<file path="config.mk">
export PLATFORM = sky130hd
export DESIGN_NAME = axi4_burst_addr_gen_flat
export DESIGN_NICKNAME = d
export VERILOG_FILES = /design/src/rtl/axi4_burst_addr_gen_if.sv /design/src/rtl/axi4_burst_addr_gen.sv /design/src/flat_wrapper.sv
export SDC_FILE = /design/constraint.sdc
export NUM_CORES = 1
export LEC_CHECK = 0
export BUFFER_PORTS_ARGS = -buffer_cell sky130_fd_sc_hd__buf_2
export CORE_MARGIN = 4
export CORE_UTILIZATION = 60
export DETAILED_ROUTE_END_ITERATION = 12
export PLACE_DENSITY = 0.87
export SLEW_MARGIN = 10
export SYNTH_ARGS = -nofsm -noshare
export SYNTH_HDL_FRONTEND = slang
export SYNTH_SLANG_ARGS = --single-unit
</file>
<file path="constraint.sdc">
create_clock -name aclk -period 4.34 [get_ports aclk]
set_input_delay 0.434 -clock aclk [delete_from_list [all_inputs] [get_ports aclk]]
set_output_delay 0.434 -clock aclk [all_outputs]
set_load 0.01 [all_outputs]
</file>
<file path="src/rtl/axi4_burst_addr_gen_if.sv">
// Command/beat/error bundle for axi4_burst_addr_gen.
// master: command source and beat consumer. slave: the generator.
interface axi4_burst_addr_gen_if #(
    parameter int unsigned ADDRESS_WIDTH = 32,
    parameter int unsigned DATA_WIDTH    = 32
);
    localparam int unsigned NB = DATA_WIDTH / 8;

    logic                     cmd_valid;
    logic                     cmd_ready;
    logic [ADDRESS_WIDTH-1:0] cmd_addr;
    logic [7:0]               cmd_len;
    logic [2:0]               cmd_size;
    logic [1:0]               cmd_burst;

    logic                     beat_valid;
    logic                     beat_ready;
    logic [ADDRESS_WIDTH-1:0] beat_addr;
    logic [NB-1:0]            beat_strb;
    logic [7:0]               beat_index;
    logic                     beat_last;

    logic                     err_valid;
    logic [2:0]               err_code;

    modport master (
        output cmd_valid, cmd_addr, cmd_len, cmd_size, cmd_burst, beat_ready,
        input  cmd_ready, beat_valid, beat_addr, beat_strb, beat_index, beat_last,
               err_valid, err_code
    );

    modport slave (
        input  cmd_valid, cmd_addr, cmd_len, cmd_size, cmd_burst, beat_ready,
        output cmd_ready, beat_valid, beat_addr, beat_strb, beat_index, beat_last,
               err_valid, err_code
    );
endinterface

</file>
<file path="src/rtl/axi4_burst_addr_gen.sv">
// AXI4 burst beat generator: validates one command, then emits per-beat
// address, byte strobe, index and last flag for FIXED/INCR/WRAP bursts.
// Optional feature macro: AXI4_BURST_4KB_CHECK_EN (reject INCR bursts
// crossing a 4KB boundary with err_code 5).
module axi4_burst_addr_gen #(
    parameter int unsigned ADDRESS_WIDTH = 32,
    parameter int unsigned DATA_WIDTH    = 32
) (
    input  logic                  aclk,
    input  logic                  aresetn,
    axi4_burst_addr_gen_if.slave  bus
);
    localparam int unsigned AW = ADDRESS_WIDTH;
    localparam int unsigned NB = DATA_WIDTH / 8;
    localparam int unsigned LW = (NB > 1) ? $clog2(NB) : 1;

    localparam logic [1:0] BURST_FIXED = 2'b00;
    localparam logic [1:0] BURST_INCR  = 2'b01;
    localparam logic [1:0] BURST_WRAP  = 2'b10;
    localparam logic [1:0] BURST_RSVD  = 2'b11;

    typedef enum logic {IDLE, BURST} state_t;

    state_t          state;
    logic [7:0]      len_q;
    logic [2:0]      size_q;
    logic [1:0]      burst_q;
    logic [AW-1:0]   wrap_mask_q;

    logic            accept_c;
    logic [2:0]      err_c;
    logic [31:0]     req_bytes_c;
    logic [AW-1:0]   step_c;
    logic [AW-1:0]   next_addr_c;

    // Active lanes from the address lane up to the end of its size-aligned slot.
    function automatic logic [NB-1:0] lane_strb(input logic [AW-1:0] addr,
                                                input logic [2:0]    size);
        int unsigned bytes;
        int unsigned lo;
        int unsigned hi;
        logic [NB-1:0] strb;
        bytes = 32'd1 << size;
        lo    = 32'(addr[LW-1:0]) % NB;
        hi    = (lo & ~(bytes - 32'd1)) + bytes - 32'd1;
        strb  = '0;
        for (int unsigned i = 0; i < NB; i++) begin
            strb[i] = (i >= lo) && (i <= hi);
        end
        return strb;
    endfunction

    assign accept_c = bus.cmd_valid && bus.cmd_ready;

`ifdef AXI4_BURST_4KB_CHECK_EN
    // One past the last byte of an INCR burst, relative to its 4KB page.
    // WRAP spans are power-of-two aligned and at most 2KB, so they never cross.
    logic [16:0] incr_end_c;
    assign incr_end_c = 17'(bus.cmd_addr[11:0] & ~12'(req_bytes_c - 32'd1))
                      + ((17'(bus.cmd_len) + 17'd1) << bus.cmd_size);
`endif

    // Command legality check, lowest code wins.
    always_comb begin
        req_bytes_c = 32'd1 << bus.cmd_size;
        err_c       = 3'd0;
        if (bus.cmd_burst == BURST_RSVD) begin
            err_c = 3'd1;
        end else if (req_bytes_c > NB) begin
            err_c = 3'd2;
        end else if (bus.cmd_burst == BURST_WRAP &&
                     !(bus.cmd_len inside {8'd1, 8'd3, 8'd7, 8'd15})) begin
            err_c = 3'd3;
        end else if (bus.cmd_burst == BURST_WRAP &&
                     ((32'(bus.cmd_addr[6:0]) & (req_bytes_c - 32'd1)) != 32'd0)) begin
            err_c = 3'd4;
        end
`ifdef AXI4_BURST_4KB_CHECK_EN
        else if (bus.cmd_burst == BURST_INCR && incr_end_c > 17'd4096) begin
            err_c = 3'd5;
        end
`endif
    end

    // Address of the following beat; WRAP keeps the high part and wraps the low part.
    always_comb begin
        step_c      = AW'(1) << size_q;
        next_addr_c = bus.beat_addr;
        case (burst_q)
            BURST_INCR:  next_addr_c = (bus.beat_addr & ~(step_c - AW'(1))) + step_c;
            BURST_WRAP:  next_addr_c = (bus.beat_addr & ~wrap_mask_q)
                                     | ((bus.beat_addr + step_c) & wrap_mask_q);
            default:     next_addr_c = bus.beat_addr;
        endcase
    end

    // Control FSM with registered outputs.
    always_ff @(posedge aclk or negedge aresetn) begin
        if (!aresetn) begin
            state          <= IDLE;
            len_q          <= '0;
            size_q         <= '0;
            burst_q        <= BURST_FIXED;
            wrap_mask_q    <= '0;
            bus.cmd_ready  <= 1'b0;
            bus.beat_valid <= 1'b0;
            bus.beat_addr  <= '0;
            bus.beat_strb  <= '0;
            bus.beat_index <= '0;
            bus.beat_last  <= 1'b0;
            bus.err_valid  <= 1'b0;
            bus.err_code   <= 3'd0;
        end else begin
            bus.err_valid <= 1'b0;
            bus.err_code  <= 3'd0;
            case (state)
                IDLE: begin
                    bus.cmd_ready <= 1'b1;
                    if (accept_c) begin
                        if (err_c != 3'd0) begin
                            bus.err_valid <= 1'b1;
                            bus.err_code  <= err_c;
                        end else begin
                            state          <= BURST;
                            len_q          <= bus.cmd_len;
                            size_q         <= bus.cmd_size;
                            burst_q        <= bus.cmd_burst;
                            wrap_mask_q    <= AW'(((32'(bus.cmd_len) + 32'd1) << bus.cmd_size) - 32'd1);
                            bus.cmd_ready  <= 1'b0;
                            bus.beat_valid <= 1'b1;
                            bus.beat_addr  <= bus.cmd_addr;
                            bus.beat_strb  <= lane_strb(bus.cmd_addr, bus.cmd_size);
                            bus.beat_index <= 8'd0;
                            bus.beat_last  <= (bus.cmd_len == 8'd0);
                        end
                    end
                end
                BURST: begin
                    if (bus.beat_ready) begin
                        if (bus.beat_last) begin
                            state          <= IDLE;
                            bus.beat_valid <= 1'b0;
                            bus.cmd_ready  <= 1'b1;
                        end else begin
                            bus.beat_addr  <= next_addr_c;
                            bus.beat_strb  <= lane_strb(next_addr_c, size_q);
                            bus.beat_index <= bus.beat_index + 8'd1;
                            bus.beat_last  <= ((bus.beat_index + 8'd1) == len_q);
                        end
                    end
                end
                default: state <= IDLE;
            endcase
        end
    end
endmodule
</file>
<file path="src/flat_wrapper.sv">
// flat-port wrapper written by rule: the top's interface ports become plain ports
module axi4_burst_addr_gen_flat 
#(
    parameter int unsigned ADDRESS_WIDTH = 32,
    parameter int unsigned DATA_WIDTH    = 32
)
  (aclk, aresetn, bus_cmd_valid, bus_cmd_addr, bus_cmd_len, bus_cmd_size, bus_cmd_burst, bus_beat_ready, bus_cmd_ready, bus_beat_valid, bus_beat_addr, bus_beat_strb, bus_beat_index, bus_beat_last, bus_err_valid, bus_err_code);
  axi4_burst_addr_gen_if #(.ADDRESS_WIDTH(ADDRESS_WIDTH), .DATA_WIDTH(DATA_WIDTH)) bus_i ();
  input  logic aclk;
  input  logic aresetn;
  input wire logic [$bits(bus_i.cmd_valid)-1:0] bus_cmd_valid;
  input wire logic [$bits(bus_i.cmd_addr)-1:0] bus_cmd_addr;
  input wire logic [$bits(bus_i.cmd_len)-1:0] bus_cmd_len;
  input wire logic [$bits(bus_i.cmd_size)-1:0] bus_cmd_size;
  input wire logic [$bits(bus_i.cmd_burst)-1:0] bus_cmd_burst;
  input wire logic [$bits(bus_i.beat_ready)-1:0] bus_beat_ready;
  output wire logic [$bits(bus_i.cmd_ready)-1:0] bus_cmd_ready;
  output wire logic [$bits(bus_i.beat_valid)-1:0] bus_beat_valid;
  output wire logic [$bits(bus_i.beat_addr)-1:0] bus_beat_addr;
  output wire logic [$bits(bus_i.beat_strb)-1:0] bus_beat_strb;
  output wire logic [$bits(bus_i.beat_index)-1:0] bus_beat_index;
  output wire logic [$bits(bus_i.beat_last)-1:0] bus_beat_last;
  output wire logic [$bits(bus_i.err_valid)-1:0] bus_err_valid;
  output wire logic [$bits(bus_i.err_code)-1:0] bus_err_code;
  assign bus_i.cmd_valid = bus_cmd_valid;
  assign bus_i.cmd_addr = bus_cmd_addr;
  assign bus_i.cmd_len = bus_cmd_len;
  assign bus_i.cmd_size = bus_cmd_size;
  assign bus_i.cmd_burst = bus_cmd_burst;
  assign bus_i.beat_ready = bus_beat_ready;
  assign bus_cmd_ready = bus_i.cmd_ready;
  assign bus_beat_valid = bus_i.beat_valid;
  assign bus_beat_addr = bus_i.beat_addr;
  assign bus_beat_strb = bus_i.beat_strb;
  assign bus_beat_index = bus_i.beat_index;
  assign bus_beat_last = bus_i.beat_last;
  assign bus_err_valid = bus_i.err_valid;
  assign bus_err_code = bus_i.err_code;
  axi4_burst_addr_gen #(.ADDRESS_WIDTH(ADDRESS_WIDTH), .DATA_WIDTH(DATA_WIDTH)) u_core (.aclk(aclk), .aresetn(aresetn), .bus(bus_i));
endmodule
</file>
# Word level (Yosys, flattened, before mapping)
# Cells that the tools add are included.
[word_totals]
out_inout_bits = 51
ff_bits = 97
wordCells = 139
[classes]
reduce_logical = 22
eq_ne = 15
n_lt_le_gt_ge = 17
addsub = 11
muxes = 45
shifts = 3
bitwise_logic = 12
[op_table]
columns = ["op", "count"]
rows = [
  ["$sub A32 B1 Y32 const B", 5],
  ["$add A32 B32 Y32", 4],
  ["$le A1 B32 Y1 const A", 4],
  ["$le A2 B32 Y1 const A", 4],
  ["$mux W32", 4],
  ["$pmux W32 S2", 2],
  ["$and A32 B32 Y32", 3],
  ["$not A32 Y32", 3],
  ["$and A2 B32 Y32", 2],
  ["$shl A1 B3 Y32 const A", 2],
  ["$and A7 B32 Y32", 1],
  ["$gt A32 B3 Y1 const B", 1],
  ["$mux W8", 4],
  ["$or A32 B32 Y32", 1],
  ["$reduce_bool A32 Y1", 1],
  ["$shl A32 B3 Y32", 1],
  ["$mux W3", 7],
  ["$mux W1", 18],
  ["$mux W4", 4],
  ["$pmux W8 S2", 1],
  ["$logic_and A1 B1 Y1", 11],
  ["$add A8 B1 Y9 const B", 1],
  ["$add A8 B1 Y8 const B", 1],
  ["$eq A8 B1 Y1 const B", 1],
  ["22 further kinds", 39],
]

# Logic depth before layout (Yosys ltp)
[logic_depth]
word_depth = 14
depth_mapped = 22
mapped_depth_nobuf = 20

# Least setup slack after synthesis
# OpenSTA, ideal clock, no wires.
[synth_path]
kind = "input port to flip-flop"
from = "input bus_cmd_size[1]"
to = "register u_core.bus.beat_strb[2]"
path_stages = 22
slack_ns = 0.162
setup_time_ns = 0.121
arrival_time_ns = 4.057
cell_sequence = "buf_2 -> buf_4 -> buf_2 -> nor3_1 -> inv_1 -> ha_1 -> nand2_1 -> nand2_1 -> ha_1 -> a21oi_1 -> o21bai_1 -> a211oi_1 -> o21bai_1 -> a21oi_1 -> ha_1 -> nand3b_1 -> a2111oi_0 -> o311ai_0 -> a211o_1 -> nor4_1 -> a211oi_1 -> o22a_1"
[synth_between]
elab_chain_cells = 12
word_cells_on_any_way = 22
[synth_rtl]
columns = ["element", "line_no", "rtl"]
rows = [
  ["start: declaration", "flat_wrapper.sv:14", "input wire logic [$bits(bus_i.cmd_size)-1:0] bus_cmd_size;"],
  ["$shl A1 B3 Y32 *", "axi4_burst_addr_gen.sv:43, axi4_burst_addr_gen.sv:65", ""],
  ["parallel branches: the longest is 11 deep, another holds $sub A32 B1 Y32", "-", ""],
  ["end signal: assignment", "axi4_burst_addr_gen.sv:132", "bus.beat_strb <= lane_strb(bus.cmd_addr, bus.cmd_size);"],
  ["end signal: assignment", "axi4_burst_addr_gen.sv:146", "bus.beat_strb <= lane_strb(next_addr_c, size_q);"],
  ["end: declaration", "axi4_burst_addr_gen_if.sv:34", "output cmd_ready, beat_valid, beat_addr, beat_strb, beat_index, beat_last,"],
]
# Mark *: on every way between the ends. The select of a mux whose other input is x is not followed.
# A chain may end at the register's enable or synchronous reset.

# Worst setup path after layout
[layout_path]
from = "register u_core.size_q[1]"
to = "register u_core.bus.beat_strb[1]"
[layout_between]
elab_chain_cells = 14
word_cells_on_any_way = 18
[layout_rtl]
columns = ["element", "line_no", "rtl"]
rows = [
  ["start: declaration", "axi4_burst_addr_gen.sv:26", "logic [2:0] size_q;"],
  ["start signal: assignment", "axi4_burst_addr_gen.sv:126", "size_q <= bus.cmd_size;"],
  ["$shl A1 B3 Y32 *", "axi4_burst_addr_gen.sv:43, axi4_burst_addr_gen.sv:87", ""],
  ["$sub A32 B1 Y32", "axi4_burst_addr_gen.sv:45, axi4_burst_addr_gen.sv:90", ""],
  ["$not A32 Y32", "axi4_burst_addr_gen.sv:45, axi4_burst_addr_gen.sv:90", ""],
  ["$and A32 B32 Y32", "axi4_burst_addr_gen.sv:90", "BURST_INCR: next_addr_c = (bus.beat_addr & ~(step_c - AW'(1))) + step_c;"],
  ["$add A32 B32 Y32", "axi4_burst_addr_gen.sv:90", ""],
  ["$pmux W32 S2", "axi4_burst_addr_gen.sv:89", "case (burst_q)"],
  ["$and A2 B32 Y32", "axi4_burst_addr_gen.sv:45", "hi = (lo & ~(bytes - 32'd1)) + bytes - 32'd1;"],
  ["$add A32 B32 Y32", "axi4_burst_addr_gen.sv:45", ""],
  ["$sub A32 B1 Y32", "axi4_burst_addr_gen.sv:45", ""],
  ["$le A1 B32 Y1", "axi4_burst_addr_gen.sv:48", "strb[i] = (i >= lo) && (i <= hi);"],
  ["$logic_and A1 B1 Y1 *", "axi4_burst_addr_gen.sv:48", ""],
  ["$mux W4 *", "axi4_burst_addr_gen.sv:140", "if (bus.beat_last) begin"],
  ["$mux W4 *", "axi4_burst_addr_gen.sv:139", "if (bus.beat_ready) begin"],
  ["$pmux W4 S2 *", "axi4_burst_addr_gen.sv:116", "case (state)"],
]
# Every way passes the cells marked *; elsewhere a longest branch is shown, timed or not. The select of a mux whose other input is x is not followed.

==> impl_results.html <==
<table>
<tr><th>Metric</th><th>Value</th></tr>
<tr><th colspan="2">Cells and area</th></tr>
<tr><td>Filler cell count in the final layout</td><td>1110</td></tr>
<tr><td>Number of nets in the layout</td><td>1202</td></tr>
<tr><td>Commonest non-fill, non-tap cell in the layout</td><td>nand2_1</td></tr>
<tr><td>Final Util</td><td>67.60%</td></tr>
<tr><td>Fin cells</td><td>1296</td></tr>
<tr><td>Area used by sequential logic in the layout</td><td>2402 um2</td></tr>
<tr><td>Area of combinational cells with multiple inputs</td><td>5574 um2</td></tr>
<tr><td>Leading cell types in the layout, fill and taps excluded</td><td>130 x nand2_1, 98 x buf_2, 96 x dfrtp_1, 76 x o21ai_0, 66 x nor2_1</td></tr>
<tr><td>Fraction of final layout cells sized beyond drive strength 1</td><td>15.41%</td></tr>
<tr><td>Number of antenna diodes</td><td>0</td></tr>
<tr><td>Area Overhead vs Synth</td><td>10.54%</td></tr>
<tr><th colspan="2">Clocking</th></tr>
<tr><td>Max H-tree Level</td><td>3</td></tr>
<tr><td>Number of clock sinks</td><td>96</td></tr>
<tr><td>Post-CTS clock slew at the launch and capture registers of the worst setup and hold paths</td><td>0.08 ns</td></tr>
<tr><td>Maximum buffer depth of the clock tree</td><td>2</td></tr>
<tr><td>TritonCTS clock tree</td><td>built</td></tr>
<tr><td>Cts bufs inserted</td><td>9</td></tr>
<tr><td>Number of post-CTS setup repair buffers</td><td>0</td></tr>
<tr><td>Clock latency of the later-clocked register in the worst-skew pair</td><td>0.35 ns</td></tr>
<tr><td>Clock tree root buffer cell</td><td>clkbuf_16</td></tr>
<tr><th colspan="2">Place</th></tr>
<tr><td>Worst Setup Slack post-DPL</td><td>-0.005421 ns</td></tr>
<tr><td>HPWL after DPL</td><td>19110 um</td></tr>
<tr><td>DP Cell Count</td><td>1280</td></tr>
<tr><td>Routability congestion estimate from global placement</td><td>0.9966</td></tr>
<tr><td>Count of buffers inserted at the top-level ports</td><td>99</td></tr>
<tr><th colspan="2">Critical path</th></tr>
<tr><td>Arr. time, crit path</td><td>4.20 ns</td></tr>
<tr><td>Slowest CP cell</td><td>dfrtp_1</td></tr>
<tr><td>CP Data Required Time</td><td>4.57 ns</td></tr>
<tr><td>Number of cell instances on the worst register-to-register path</td><td>19</td></tr>
<tr><td>Start point of the critical path</td><td>u_core.size_q[1]</td></tr>
<tr><td>Category of the worst setup path launch point</td><td>flip-flop</td></tr>
<tr><td>Critical path peak fanout</td><td>27</td></tr>
<tr><td>Capturing element type of the critical path</td><td>flip-flop</td></tr>
<tr><td>Startpoint-to-endpoint class of the critical path</td><td>reg2reg</td></tr>
<tr><td>Biggest cell delay along the critical path</td><td>0.37 ns</td></tr>
<tr><td>Cell occurring most often along the worst timing path</td><td>ha_1</td></tr>
<tr><td>Cell-by-cell trace of the critical path</td><td>buf_4, nor2_1, nand2_1, xnor2_1, ha_1, a32oi_1, o21a_1, a21boi_0, ha_1, a21oi_1, a21oi_1, a211oi_1, nor3_1, o21ai_0, ha_1, nand4b_1, nor2_1, o211ai_1, o22a_1</td></tr>
<tr><td>Critical R2R Launch</td><td>u_core.size_q[1]</td></tr>
<tr><th colspan="2">Die</th></tr>
<tr><td># rows</td><td>43</td></tr>
<tr><td>Die Wd</td><td>126.7 um</td></tr>
<tr><td>Starting density of the core</td><td>61.15%</td></tr>
<tr><td>Core outline area</td><td>13830 um2</td></tr>
<tr><td>Die area</td><td>16060 um2</td></tr>
<tr><td>Vert. Die Dim</td><td>126.7 um</td></tr>
<tr><td>Number of I/O pins</td><td>100</td></tr>
<tr><th colspan="2">Synth</th></tr>
<tr><td>Synthesized instance count</td><td>1043</td></tr>
<tr><td>Synthesized-area fraction occupied by and/or/nand/nor cells</td><td>23.79%</td></tr>
<tr><td>Synthesized area per cell</td><td>8.107 um2</td></tr>
<tr><td>Sequential fraction of the synthesis area</td><td>28.41%</td></tr>
<tr><td>Post-synth top flop</td><td>dfrtp_1</td></tr>
<tr><td>Yosys synthesis warning count</td><td>0</td></tr>
<tr><td>Area fraction in compound gates after synthesis</td><td>25.67%</td></tr>
<tr><td>Syn Nets</td><td>1134</td></tr>
<tr><td>Cell variety after synth</td><td>92</td></tr>
<tr><td>Async set-or-reset flop fraction in the synthesized netlist</td><td>100.0%</td></tr>
<tr><td>Mux cell area share after synthesis</td><td>1.465%</td></tr>
<tr><td>Yosys reg bits</td><td>96</td></tr>
<tr><td>Number of enable-type register cells in the synthesized netlist</td><td>0</td></tr>
<tr><td>Cell Area, Synth</td><td>8456 um2</td></tr>
<tr><td>Synth Area in Adders</td><td>6.422%</td></tr>
<tr><td>Parity-gate share of the synthesized area counting xor and xnor cells</td><td>8.390%</td></tr>
<tr><td>Combinational family with the most area after synthesis</td><td>compound AO/OA/AOI/OAI gates</td></tr>
<tr><th colspan="2">Route</th></tr>
<tr><td>Final WL</td><td>26040 um</td></tr>
<tr><td>DR vias/cell</td><td>6.802</td></tr>
<tr><td>Antenna Violating Nets Remaining</td><td>0</td></tr>
<tr><td>Wire per inst</td><td>20.10 um</td></tr>
<tr><td>Remaining design rule violation count</td><td>0</td></tr>
<tr><td>Via count</td><td>8815</td></tr>
<tr><td>Total iterations of the first detailed-routing run</td><td>6</td></tr>
<tr><td>Number of violations reported at the end of detailed-routing iteration 0</td><td>1049</td></tr>
<tr><th colspan="2">STA</th></tr>
<tr><td>Hold Violations, Final</td><td>0</td></tr>
<tr><td>Pin slew with the least headroom to its limit</td><td>0.8728 ns</td></tr>
<tr><td>Setup ws final</td><td>0.3698 ns</td></tr>
<tr><td>Final period demand of the worst path</td><td>3.970 ns</td></tr>
<tr><td>Final number of setup-violating endpoints</td><td>0</td></tr>
<tr><td>Setup repair after global routing missed its margin</td><td>false</td></tr>
<tr><td>Setup skew after layout</td><td>0.01642 ns</td></tr>
<tr><td>Normalized max-slew margin</td><td>41.81%</td></tr>
<tr><td>Max Transition Viols Final</td><td>0</td></tr>
<tr><td>Maximum operating frequency</td><td>0.2519 GHz</td></tr>
<tr><td>Post-route fraction of the period consumed by the critical path</td><td>91.48%</td></tr>
<tr><th colspan="2">Global routing</th></tr>
<tr><td>Number of antenna violations at the first check in global routing</td><td>0</td></tr>
<tr><td>M3 GR Usage</td><td>5.053%</td></tr>
<tr><td>Grt met2 use</td><td>49.28%</td></tr>
<tr><td>Grt total ovfl</td><td>0</td></tr>
<tr><td>Met1 Use GR</td><td>44.53%</td></tr>
<tr><td>Overall routing resource usage</td><td>31.74%</td></tr>
<tr><td>Global-route wire length before repair</td><td>41420 um</td></tr>
<tr><td>Maximum number of pins on one net before global-route repair</td><td>65</td></tr>
<tr><td>Number of global-route vias before repair</td><td>8067</td></tr>
<tr><td>Peak-usage layer in the global routing report</td><td>met2</td></tr>
<tr><th colspan="2">Power and ir drop</th></tr>
<tr><td>Highest ir drop seen on vdd</td><td>0.2890 mV</td></tr>
<tr><td>PD cells</td><td>581.9 nW/um2</td></tr>
<tr><td>Pleak</td><td>0.004151 uW</td></tr>
<tr><th colspan="2">Hold path</th></tr>
<tr><td>Hold WC Path Type</td><td>in2async</td></tr>
<tr><th colspan="2">Outcome</th></tr>
<tr><td>Result of the run</td><td>finished, final reports clean</td></tr>
<tr><th colspan="2">Job</th></tr>
<tr><td>Maximum Capacitance Violations</td><td>0</td></tr>
</table>
synth_stat cells (20+ instances only):
cell type / number / share of area (%)
nand2_1: 130 / 5.8
dfrtp_1: 96 / 28
o21ai_0: 76 / 4.5
nor2_1: 67 / 3.0
xnor2_1: 57 / 5.9
a21oi_1: 50 / 3.0
ha_1: 41 / 6.1
inv_1: 41 / 1.8
clkbuf_1: 37 / 1.6
nand3_1: 34 / 2.0
nor3_1: 24 / 1.4
xor2_1: 24 / 2.5
a21o_1: 21 / 1.9
buf_2: 20 / 1.2
path summary, 6_finish.rpt:
path,end,slack (ns)
max in group asynchronous,u_core.bus.beat_last,3.17
min,u_core.bus.beat_addr[28],0.17
min in group aclk,u_core.bus.beat_addr[30],0.30
max,u_core.bus.beat_strb[1],0.37
min reg2reg,u_core.wrap_mask_q[23],0.49
max reg2reg,u_core.bus.beat_strb[1],0.37
where the power goes:
part,switching (uW),internal [uW]
clock,368,396
sequential,480,1200
combinational,1760,1230
total,2610,2830
per-layer routing:
layer | wire (um) | up-vias | share of wire (%)
met5 | 0 | - | 0
met4 | 816 | 0 | 3.1
met3 | 2962 | 84 | 11
met2 | 11800 | 587 | 45
met1 | 10470 | 4170 | 40
li1 | - | 3974 | -
metrics by stage:
stage          instance area [um2]    TNS, ns  total power, uW  hold WS (ns)
6_report                      9346          0             5439        0.1744
5_1_grt                       9346          0             5780        0.2417
4_1_cts                       9334          0             5345        0.2043
3_5_place_dp                  9056  -0.005421             4559        0.4603
3_3_place_gp                  9056          0             4474        0.4564
2_1_floorplan                 8456          0             3693        0.1384
sequential cells by signal (all words and copies together), names as in the netlist, 2 cells and up:
signal                 cells
u_core.bus.beat_index      8
u_core.bus.beat_strb       4
u_core.wrap_mask_q        31
u_core.len_q               8
u_core.size_q              3
u_core.bus.err_code        3
u_core.burst_q             2
u_core.bus.beat_addr      32
final cells by class:
cell class	instances	share of cell area, %
clock buffer	10	2.450
clock inverter	6	0.5221
inverter	41	1.647
multi-input combinational	837	59.64
sequential	96	25.70
tap	180	2.410
timing repair buffer	126	7.631
logic make-up (layout without fill, tap and decap cells):
kind of cell,count (synthesis),count (layout)
AND/OR/NAND/NOR,386,386
AO/OA/AOI/OAI,315,315
buffers and inverters,110,183
flip-flops,96,96
XOR/XNOR,81,81
adder cells (fa/ha/maj),43,43
multiplexers,12,12
what timing repair did:
| item | 4_1_cts | 5_1_grt |
|---|---|---|
| resized for setup | 0 | 3 |
| hold buffers | 0 | 0 |
| setup endpoints to repair | 0 | 2 |
worst max-delay path: cells and delay by family, from the launching register on:
family / cells / cell delay, ns
buf+inv: 1 / 0.22
xor+xnor: 1 / 0.14
flops: 1 / 0.37
compound gates: 9 / 1.41
simple gates: 5 / 0.81
fa+ha+maj: 3 / 0.91
No activity file was read; power rests on OpenSTA's default activity.
